===== src/rtl/unsat_index_scheduler.sv =====
// Shared reciprocal-table scheduler: arbitrates NUM_REQ requesters and returns
// rand mod m using a ceil(2^W/m) multiply followed by a single correction step.
module unsat_index_scheduler #(
    parameter int NUM_REQ       = 2,
    parameter int BUFFER_DEPTH  = 2048,
    parameter int M_TABLE_WIDTH = 32,
    parameter int RAND_WIDTH    = 16,
    localparam int ADDR_W       = $clog2(BUFFER_DEPTH)
) (
    input  logic                           clk_i,
    input  logic                           rst_i,
    input  logic [NUM_REQ-1:0]             req_valid_i,
    output logic [NUM_REQ-1:0]             req_ready_o,
    input  logic [NUM_REQ*ADDR_W-1:0]      req_count_i,
    input  logic [NUM_REQ*RAND_WIDTH-1:0]  req_rand_i,
    output logic [NUM_REQ-1:0]             resp_valid_o,
    input  logic [NUM_REQ-1:0]             resp_ready_i,
    output logic [ADDR_W-1:0]              resp_index_o,
    output logic                           resp_err_o,
    output logic                           tbl_en_o,
    output logic [ADDR_W-1:0]              tbl_addr_o,
    input  logic [M_TABLE_WIDTH-1:0]       tbl_data_i
);

    localparam int PTR_W = $clog2(NUM_REQ);
    localparam int PW    = RAND_WIDTH + M_TABLE_WIDTH;
    localparam int RW    = RAND_WIDTH + ADDR_W + 2;

    typedef enum logic [2:0] {
        S_IDLE, S_GRANT, S_LOOKUP, S_WAIT, S_MUL, S_REM, S_DONE
    } state_t;

    state_t                  state;
    logic [PTR_W-1:0]        rr_ptr;
    logic [NUM_REQ-1:0]      gnt_oh;
    logic [ADDR_W-1:0]       m_q;
    logic [RAND_WIDTH-1:0]   rand_q;
    logic [RAND_WIDTH-1:0]   q_q;
    logic [M_TABLE_WIDTH-1:0] recip_q;

    logic [ADDR_W-1:0]       cnt_arr  [NUM_REQ];
    logic [RAND_WIDTH-1:0]   rand_arr [NUM_REQ];

    for (genvar g = 0; g < NUM_REQ; g++) begin : g_unpack
        assign cnt_arr[g]  = req_count_i[g*ADDR_W +: ADDR_W];
        assign rand_arr[g] = req_rand_i[g*RAND_WIDTH +: RAND_WIDTH];
    end

    // Round-robin search starting at rr_ptr, wrapping at NUM_REQ.
    logic             arb_found;
    logic [PTR_W-1:0] arb_idx;
    always_comb begin
        int unsigned idx;
        logic [PTR_W-1:0] sel;
        arb_found = 1'b0;
        arb_idx   = '0;
        for (int unsigned i = 0; i < NUM_REQ; i++) begin
            idx = i + int'(rr_ptr);
            if (idx >= NUM_REQ) idx = idx - NUM_REQ;
            sel = PTR_W'(idx);
            if (!arb_found && req_valid_i[sel]) begin
                arb_found = 1'b1;
                arb_idx   = sel;
            end
        end
    end

    // Ceil reciprocal keeps r in [-m, 2m), so one signed correction suffices.
    logic [RW-1:0]     m_ext;
    logic [RW-1:0]     r_raw;
    logic [ADDR_W-1:0] r_idx;
    always_comb begin
        m_ext = RW'(m_q);
        r_raw = RW'(rand_q) - RW'(q_q) * m_ext;
        if (r_raw[RW-1])
            r_idx = ADDR_W'(r_raw + m_ext);
        else if (r_raw >= m_ext)
            r_idx = ADDR_W'(r_raw - m_ext);
        else
            r_idx = ADDR_W'(r_raw);
    end

    always_ff @(posedge clk_i) begin
        if (rst_i) begin
            state        <= S_IDLE;
            rr_ptr       <= '0;
            gnt_oh       <= '0;
            m_q          <= '0;
            rand_q       <= '0;
            q_q          <= '0;
            recip_q      <= '0;
            req_ready_o  <= '0;
            resp_valid_o <= '0;
            resp_index_o <= '0;
            resp_err_o   <= 1'b0;
            tbl_en_o     <= 1'b0;
            tbl_addr_o   <= '0;
        end else begin
            req_ready_o <= '0;
            case (state)
                S_IDLE: begin
                    if (arb_found) begin
                        req_ready_o <= NUM_REQ'(1) << arb_idx;
                        gnt_oh      <= NUM_REQ'(1) << arb_idx;
                        m_q         <= cnt_arr[arb_idx];
                        rand_q      <= rand_arr[arb_idx];
                        rr_ptr      <= (arb_idx == PTR_W'(NUM_REQ-1)) ? '0 : arb_idx + PTR_W'(1);
                        state       <= S_GRANT;
                    end
                end
                S_GRANT: begin
                    if (m_q == '0) begin
                        resp_valid_o <= gnt_oh;
                        resp_err_o   <= 1'b1;
                        resp_index_o <= '0;
                        state        <= S_DONE;
                    end else begin
                        tbl_en_o   <= 1'b1;
                        tbl_addr_o <= m_q;
                        state      <= S_LOOKUP;
                    end
                end
                S_LOOKUP: begin
                    tbl_en_o   <= 1'b0;
                    tbl_addr_o <= '0;
                    state      <= S_WAIT;
                end
                S_WAIT: begin
                    recip_q <= tbl_data_i;
                    state   <= S_MUL;
                end
                S_MUL: begin
                    q_q   <= RAND_WIDTH'((PW'(rand_q) * PW'(recip_q)) >> M_TABLE_WIDTH);
                    state <= S_REM;
                end
                S_REM: begin
                    resp_valid_o <= gnt_oh;
                    resp_index_o <= r_idx;
                    resp_err_o   <= 1'b0;
                    state        <= S_DONE;
                end
                S_DONE: begin
                    if ((resp_ready_i & gnt_oh) != '0) begin
                        resp_valid_o <= '0;
                        resp_index_o <= '0;
                        resp_err_o   <= 1'b0;
                        state        <= S_IDLE;
                    end
                end
                default: state <= S_IDLE;
            endcase
        end
    end

endmodule

===== config.mk =====
export PLATFORM = sky130hd
export DESIGN_NAME = unsat_index_scheduler
export DESIGN_NICKNAME = d
export VERILOG_FILES = /design/src/rtl/unsat_index_scheduler.sv
export SDC_FILE = /design/constraint.sdc
export NUM_CORES = 2
export LEC_CHECK = 0
export BUFFER_PORTS_ARGS = -buffer_cell sky130_fd_sc_hd__buf_2
export CAP_MARGIN = 20
export CORE_MARGIN = 2
export CORE_UTILIZATION = 50
export DETAILED_ROUTE_END_ITERATION = 6
export HOLD_SLACK_MARGIN = 0.15
export PLACE_DENSITY = 0.67
export SYNTH_ARGS = -nofsm -noshare
export SYNTH_HDL_FRONTEND = slang
export SYNTH_SLANG_ARGS = --single-unit

===== constraint.sdc =====
create_clock -name clk_i -period 9.95 [get_ports clk_i]
set_input_delay 0.4975 -clock clk_i [delete_from_list [all_inputs] [get_ports clk_i]]
set_output_delay 0.4975 -clock clk_i [all_outputs]
set_load 0.05 [all_outputs]

; Yosys cells after proc, flatten, opt, wreduce, memory -nomap -nowiden
; Index checks and enable logic that the tools add are counted.
[classes]
eq_ne = 10
n_shift = 1
reduce_logical = 12
n_mux = 36
n_mul = 2
order_cmp = 6
n_bitwise = 4
n_addsub = 7
[op_table]
columns = op, n
row1 = 11-bit two-way mux, 8
row2 = 16-bit by 32-bit multiplier with 48-bit output, 1
row3 = 16-bit two-way mux, 3
row4 = 11-bit case mux with 3 select lines, 1
row5 = 29-bit by 11-bit greater-or-equal comparator with 1-bit output, 1
row6 = 16-bit by 27-bit subtractor with 28-bit output, 1
row7 = 16-bit by 11-bit multiplier with 27-bit output, 1
row8 = 11-bit case mux with 2 select lines, 1
row9 = 3-bit case mux with 7 select lines, 1
row10 = 1-bit two-way mux, 14
row11 = 11-bit adder, 1
row12 = 11-bit logical NOT, 1
row13 = 11-bit subtractor, 1
row14 = "3-bit equality test, second input constant", 3
row15 = 3-bit two-way mux, 3
row16 = "2-bit inequality test, second input constant", 4
row17 = "3-bit by 2-bit equality test with 1-bit output, second input constant", 2
row18 = 2-bit case mux with 3 select lines, 1
row19 = 2-bit AND reduction, 3
row20 = "2-bit greater-or-equal comparator, second input constant", 2
row21 = "1-bit by 2-bit < comparator with 1-bit output, second input constant", 2
row22 = 2-bit two-way mux, 2
row23 = 2-bit nonzero test, 2
row24 = "3-bit by 1-bit equality test with 1-bit output, second input constant", 1
row25 = 16 further kinds, 18
[totals]
reg_bits = 109
wordCells = 91
in_bits = 92

; Depth between registers and ports, before layout
[depth]
ltp_word = 12
depth_mapped = 31
depth_no_buf = 27

; Worst setup path before layout
; No wires, ideal clock.
[synth_path]
path_type = flip-flop to flip-flop
from = reg m_q[5]
to = reg resp_index_o[0]
path_slack_ns = 3.268
setup_time_ns = 0.062
stages_incl_launch_ff = 30
t_arrival_ns = 6.620
t_required_ns = 9.888
cell_sequence = dfxtp_1 > clkbuf_1 > clkbuf_1 > nand2_1 > fa_1 > fa_1 > inv_1 > fa_1 > fa_1 > fa_1 > inv_1 > ha_1 > buf_6 > nand2_1 > a2111oi_0 > nor2_1 > nand2_1 > xor2_1 > ha_1 > nand4b_1 > nor3_1 > nor2_1 > o2111ai_1 > nor4_1 > nand4_1 > nor4b_2 > nand3_1 > buf_2 > or3_1 > nand3_1
[synth_between]
elab_chain_len = 6
elab_cells_between_ends = 9
classes_between = add/sub (1) / mul (1) / order compare (1) / eq/ne (1) / mux (3) / reduce/logical (2)
[synth_rtl]
columns = element, line
row1 = "start, declared", 36  ; logic [ADDR_W-1:0] m_q;
row2 = "start signal, assigned", 105  ; m_q <= cnt_arr[arb_idx];
row3 = 16-bit by 11-bit multiplier with 27-bit output, 74  ; r_raw = RW'(rand_q) - RW'(q_q) * m_ext;
row4 = 16-bit by 27-bit subtractor with 28-bit output, 74
row5 = 29-bit by 11-bit greater-or-equal comparator with 1-bit output, 77  ; else if (r_raw >= m_ext)
row6 = 11-bit two-way mux, 77
row7 = 11-bit two-way mux, 75  ; if (r_raw[RW-1])
row8 = 11-bit case mux with 3 select lines, 100  ; case (state)
row9 = "end signal, assigned", 138  ; resp_index_o <= r_idx;
row10 = "end, declared", 18  ; output logic [ADDR_W-1:0] resp_index_o,
; Several ways; a longest one is shown, not always the timed one.
; A chain may end at the register's enable or synchronous reset.

; Worst setup path in the final report
[layout_path]
from = reg m_q[5]
to = reg resp_index_o[3]
; The elaborated chain is that of the path after synthesis.

==> results by group <==
Outcome
  – Status: finished, final reports clean

Clocking
  – Number of setup buffers added after CTS: 0
  – CTS tree: yes
  – CTS H-tree depth: 3
  – Post-CTS sizing: 0
  – Clk Latency, worst-skew pair: 0.41 ns
  – Clock transition at path regs: 0.09 ns
  – TritonCTS Sinks: 108
  – Hold buffers post-CTS: 0
  – CTS buffer count: 9
  – Max Root-Sink Buffers: 2
  – Clock root cell: clkbuf_16

Detailed routing
  – Via/cell ratio: 5.65
  – Total number of vias: ~22000
  – Antenna-violating nets left: 0
  – Initial drt markers: 1310
  – Pre-antenna DRT Iters: 5
  – WL final: 73.7 mm
  – Average routed wire per standard cell: 19.2 µm
  – # DRC: 0

Place
  – Placement Setup Slack: 1.73 ns
  – Dpl hpwl: 56.3 mm
  – Buffers on Ports: 119
  – GP Congestion: 0.926

Yosys
  – Xor and xnor area share after synthesis: 1.46%
  – Largest family of logic cells by synthesized area: adder cells
  – Post-Synthesis Cells: 3177
  – Yosys top cell by area: fa_1
  – Avg Cell Area, Syn: ~8.5 µm²
  – Synth async-reset ratio: 0%
  – Post-synth EDFFs: 0
  – Top cells by area, synth: fa_1, ha_1, nand2_1, dfxtp_1, inv_1
  – Sequential-to-total area share from yosys stat: 8.00%
  – Ys flop type: dfxtp_1
  – Post-synthesis cell type count: 78
  – Post-synthesis mux area share: 1.23%
  – Simple-Gate Fraction of Synth Area: 18.8%
  – Synth Area in Adders: 51.3%
  – Synthesized Nets: 4039
  – Compound-cell area share of the yosys netlist: 8.28%
  – Post-synth top area share: 41.7%
  – #FFs+latches synth: between 100 and 150
  – Yosys warns: 0
  – Synthesized area: 27000 µm²

STA
  – Post-Route Skew: 0.0153 ns
  – Final setup viols: 0
  – Final TNS setup: 0 ns
  – RSZ-0062 raised after global routing: false
  – Setup ws final: roughly 1.7 ns
  – Final Max Tran Viols: 0
  – Period minus WS final: ~8.3 ns
  – Fmax achieved: roughly 0.12 GHz
  – Final Cycle Share: between 80% and 90%
  – Final Hold Viols: 0
  – Slew @ Worst Pin: 1.03 ns
  – Max-slew headroom: 29.4%

Finish
  – Layout cell share with drive strength beyond 1: 6.11%
  – Register area: 2170 µm²
  – Area of the multi-input gates: 21900 µm²
  – # diodes: 0
  – Synthesis-to-layout area growth: 4.76%
  – Fillers: 5045
  – Final net count: 4000

Power and ir drop
  – Comb pwr share: 62.9%
  – P_int: 1260 µW
  – Psw: 1330 µW
  – Cell Pwr Density: 91.5 nW/µm²
  – Worst vdd ir: 0.0000821 V
  – Sequential power share: 21.5%
  – Clock network power share: 15.5%
  – Net Sw Frac: 51.4%
  – Leakage: approximately 0.012 µW

GRT
  – Overall routing resource usage: 27.6%
  – First-pass GRT wire length: 122 mm
  – Vias in the first global route: 23200
  – Initial antenna violation count: 1
  – Final global-route overflow total: 0
  – Pin count of the biggest net entering global routing: 72

Floorplan
  – I/O pins: 120
  – Die Area: approximately 56000 µm²
  – Rows: 85
  – Chip Width: between 200 and 250 µm
  – Initial Utilization: around half
  – Die height: around 240 µm
  – Core area: 53600 µm²

Setup path
  – Critical path required time: 10.27 ns
  – CP arrival: 8.62 ns
  – Setup Crit Path Kind: flop to flop
  – CP endpoint kind: flop
  – Crit start category: flop
  – Critical Path Fanout Max: 21

Run
  – Number of max-cap violations: 0

Hold path
  – Hold WC Path Type: input port to flop
[flip-flops by register name (all words and copies together), names as in the netlist]
register,count
q_q,16
resp_index_o,11
tbl_addr_o,11
req_ready_o,2
rand_q,16
resp_valid_o,2
resp_err_o,1
tbl_en_o,1
state,3
recip_q,32
m_q,11
gnt_oh,2
[routing by layer]
metal / up-vias / global-route usage [%] / wire length (µm)
met5: - / 0 / 12
met4: 2 / 9.72 / 2380
met3: 157 / 3.70 / 4860
met2: 850 / 46.9 / 36600
met1: 11100 / 36.2 / 29800
li1: 9643 / - / -
[logic make-up (layout without fill, tap and decap cells)]
family | Yosys count | after routing
flops | 108 | 108
fa+ha+maj | 770 | 770
xor+xnor | 45 | 45
simple gates | 1089 | 1089
mux | 33 | 33
compound gates | 351 | 351
buf+inv | 781 | 747
[metrics by stage]
stage	instances	area, µm²	power [µW]	utilization, %	hold slack (ns)
floorplan	3177	27000	1700	-	0.439
global placement	3821	28000	2130	52.2	0.462
detailed placement	3821	28000	2160	52.2	0.466
CTS	3837	28300	2580	52.7	0.296
global route	3839	28300	2780	52.8	0.320
finish	3839	28300	2590	52.8	0.318
[cell type report]
type / instances / share of cell area, %
clock inverter: 6 / 0.230
timing repair buffer: 154 / 3.13
multi-input combinational: 2288 / 77.4
clock buffer: 10 / 0.844
inverter: 577 / 7.65
sequential: 108 / 7.65
tap: 696 / 3.08
[critical path, cell delays in order (launching register included)]
cell,delay (ns)
dfxtp_1,1.01
nand2_1,0.19
fa_1,0.50
fa_1,0.51
inv_1,0.06
fa_1,0.55
fa_1,0.43
fa_1,0.49
inv_1,0.04
ha_1,0.43
nand2_1,0.08
a2111oi_0,0.51
nor2_1,0.16
nand2_1,0.12
xor2_1,0.24
ha_1,0.34
nand4b_1,0.15
nor3_1,0.08
nor2_1,0.12
o2111ai_1,0.14
nor4_1,0.28
nand4_1,0.16
nor4b_2,0.30
nand3_1,0.61
and3_1,0.47
nor4_2,0.20
[cell usage after synthesis (4+ instances only)]
cell type / number
nor4_1: 7
a2111oi_0: 4
clkbuf_1: 179
mux2i_1: 32
o31ai_1: 6
a22oi_1: 4
nor3_1: 27
o211ai_1: 9
xor2_1: 7
or3_1: 12
a21oi_1: 147
dfxtp_1: 108
o21bai_1: 7
nor3b_1: 6
nor2_1: 75
nand2b_1: 17
inv_1: 576
o21a_1: 10
nor2b_1: 12
buf_1: 11
nand3_1: 36
a21o_1: 23
nand4_1: 15
buf_2: 11
nor4_2: 4
o21ai_1: 4
nand2_1: 622
and2_1: 221
a221oi_1: 4
a211oi_1: 36
fa_1: 563
and3_1: 13
a31oi_1: 6
o21ai_0: 45
ha_1: 207
xnor2_1: 38
[cells in the final DEF (no fill, tap or decap), types with 6 or more instances in the layout]
| cell | instances |
|---|---|
| nand2_1 | 622 |
| inv_1 | 576 |
| fa_1 | 563 |
| and2_1 | 221 |
| ha_1 | 207 |
| a21oi_1 | 147 |
| buf_2 | 118 |
| dfxtp_1 | 105 |
| nor2_1 | 75 |
| o21ai_0 | 45 |
| xnor2_1 | 38 |
| nand3_1 | 36 |
| a211oi_1 | 36 |
| buf_4 | 34 |
| mux2i_1 | 32 |
| nor3_1 | 26 |
| a21o_1 | 23 |
| nand2b_1 | 17 |
| nand4_1 | 15 |
| and3_1 | 13 |
| nor2b_1 | 12 |
| or3_1 | 12 |
| o21a_1 | 9 |
| o211ai_1 | 9 |
| clkbuf_16 | 9 |
| xor2_1 | 7 |
| nor4_1 | 7 |
| o21bai_1 | 7 |
| o31ai_1 | 6 |
| nor3b_1 | 6 |
| a31oi_1 | 6 |
[power groups by stage]
stage | clock network [µW] | logic [µW] | registers [µW]
2_1_floorplan | 0 | 1180 | 518
3_3_place_gp | 0 | 1560 | 562
3_5_place_dp | 0 | 1590 | 566
4_1_cts | 412 | 1610 | 556
5_1_grt | 425 | 1790 | 564
6_report | 402 | 1630 | 558
[worst paths after layout]
path,end,start,slack (ns),depth (start not counted)
max,resp_index_o[3]$_SDFFE_PP0P_,m_q[5]$_SDFFE_PP0P_,1.66,25
min,recip_q[20]$_SDFFE_PP0P_,tbl_data_i[20],0.32,3
max reg2reg,resp_index_o[3]$_SDFFE_PP0P_,m_q[5]$_SDFFE_PP0P_,1.66,25
min reg2reg,tbl_addr_o[7]$_SDFFE_PP0P_,tbl_addr_o[7]$_SDFFE_PP0P_,0.48,2
No activity file was read; power rests on OpenSTA's default activity.
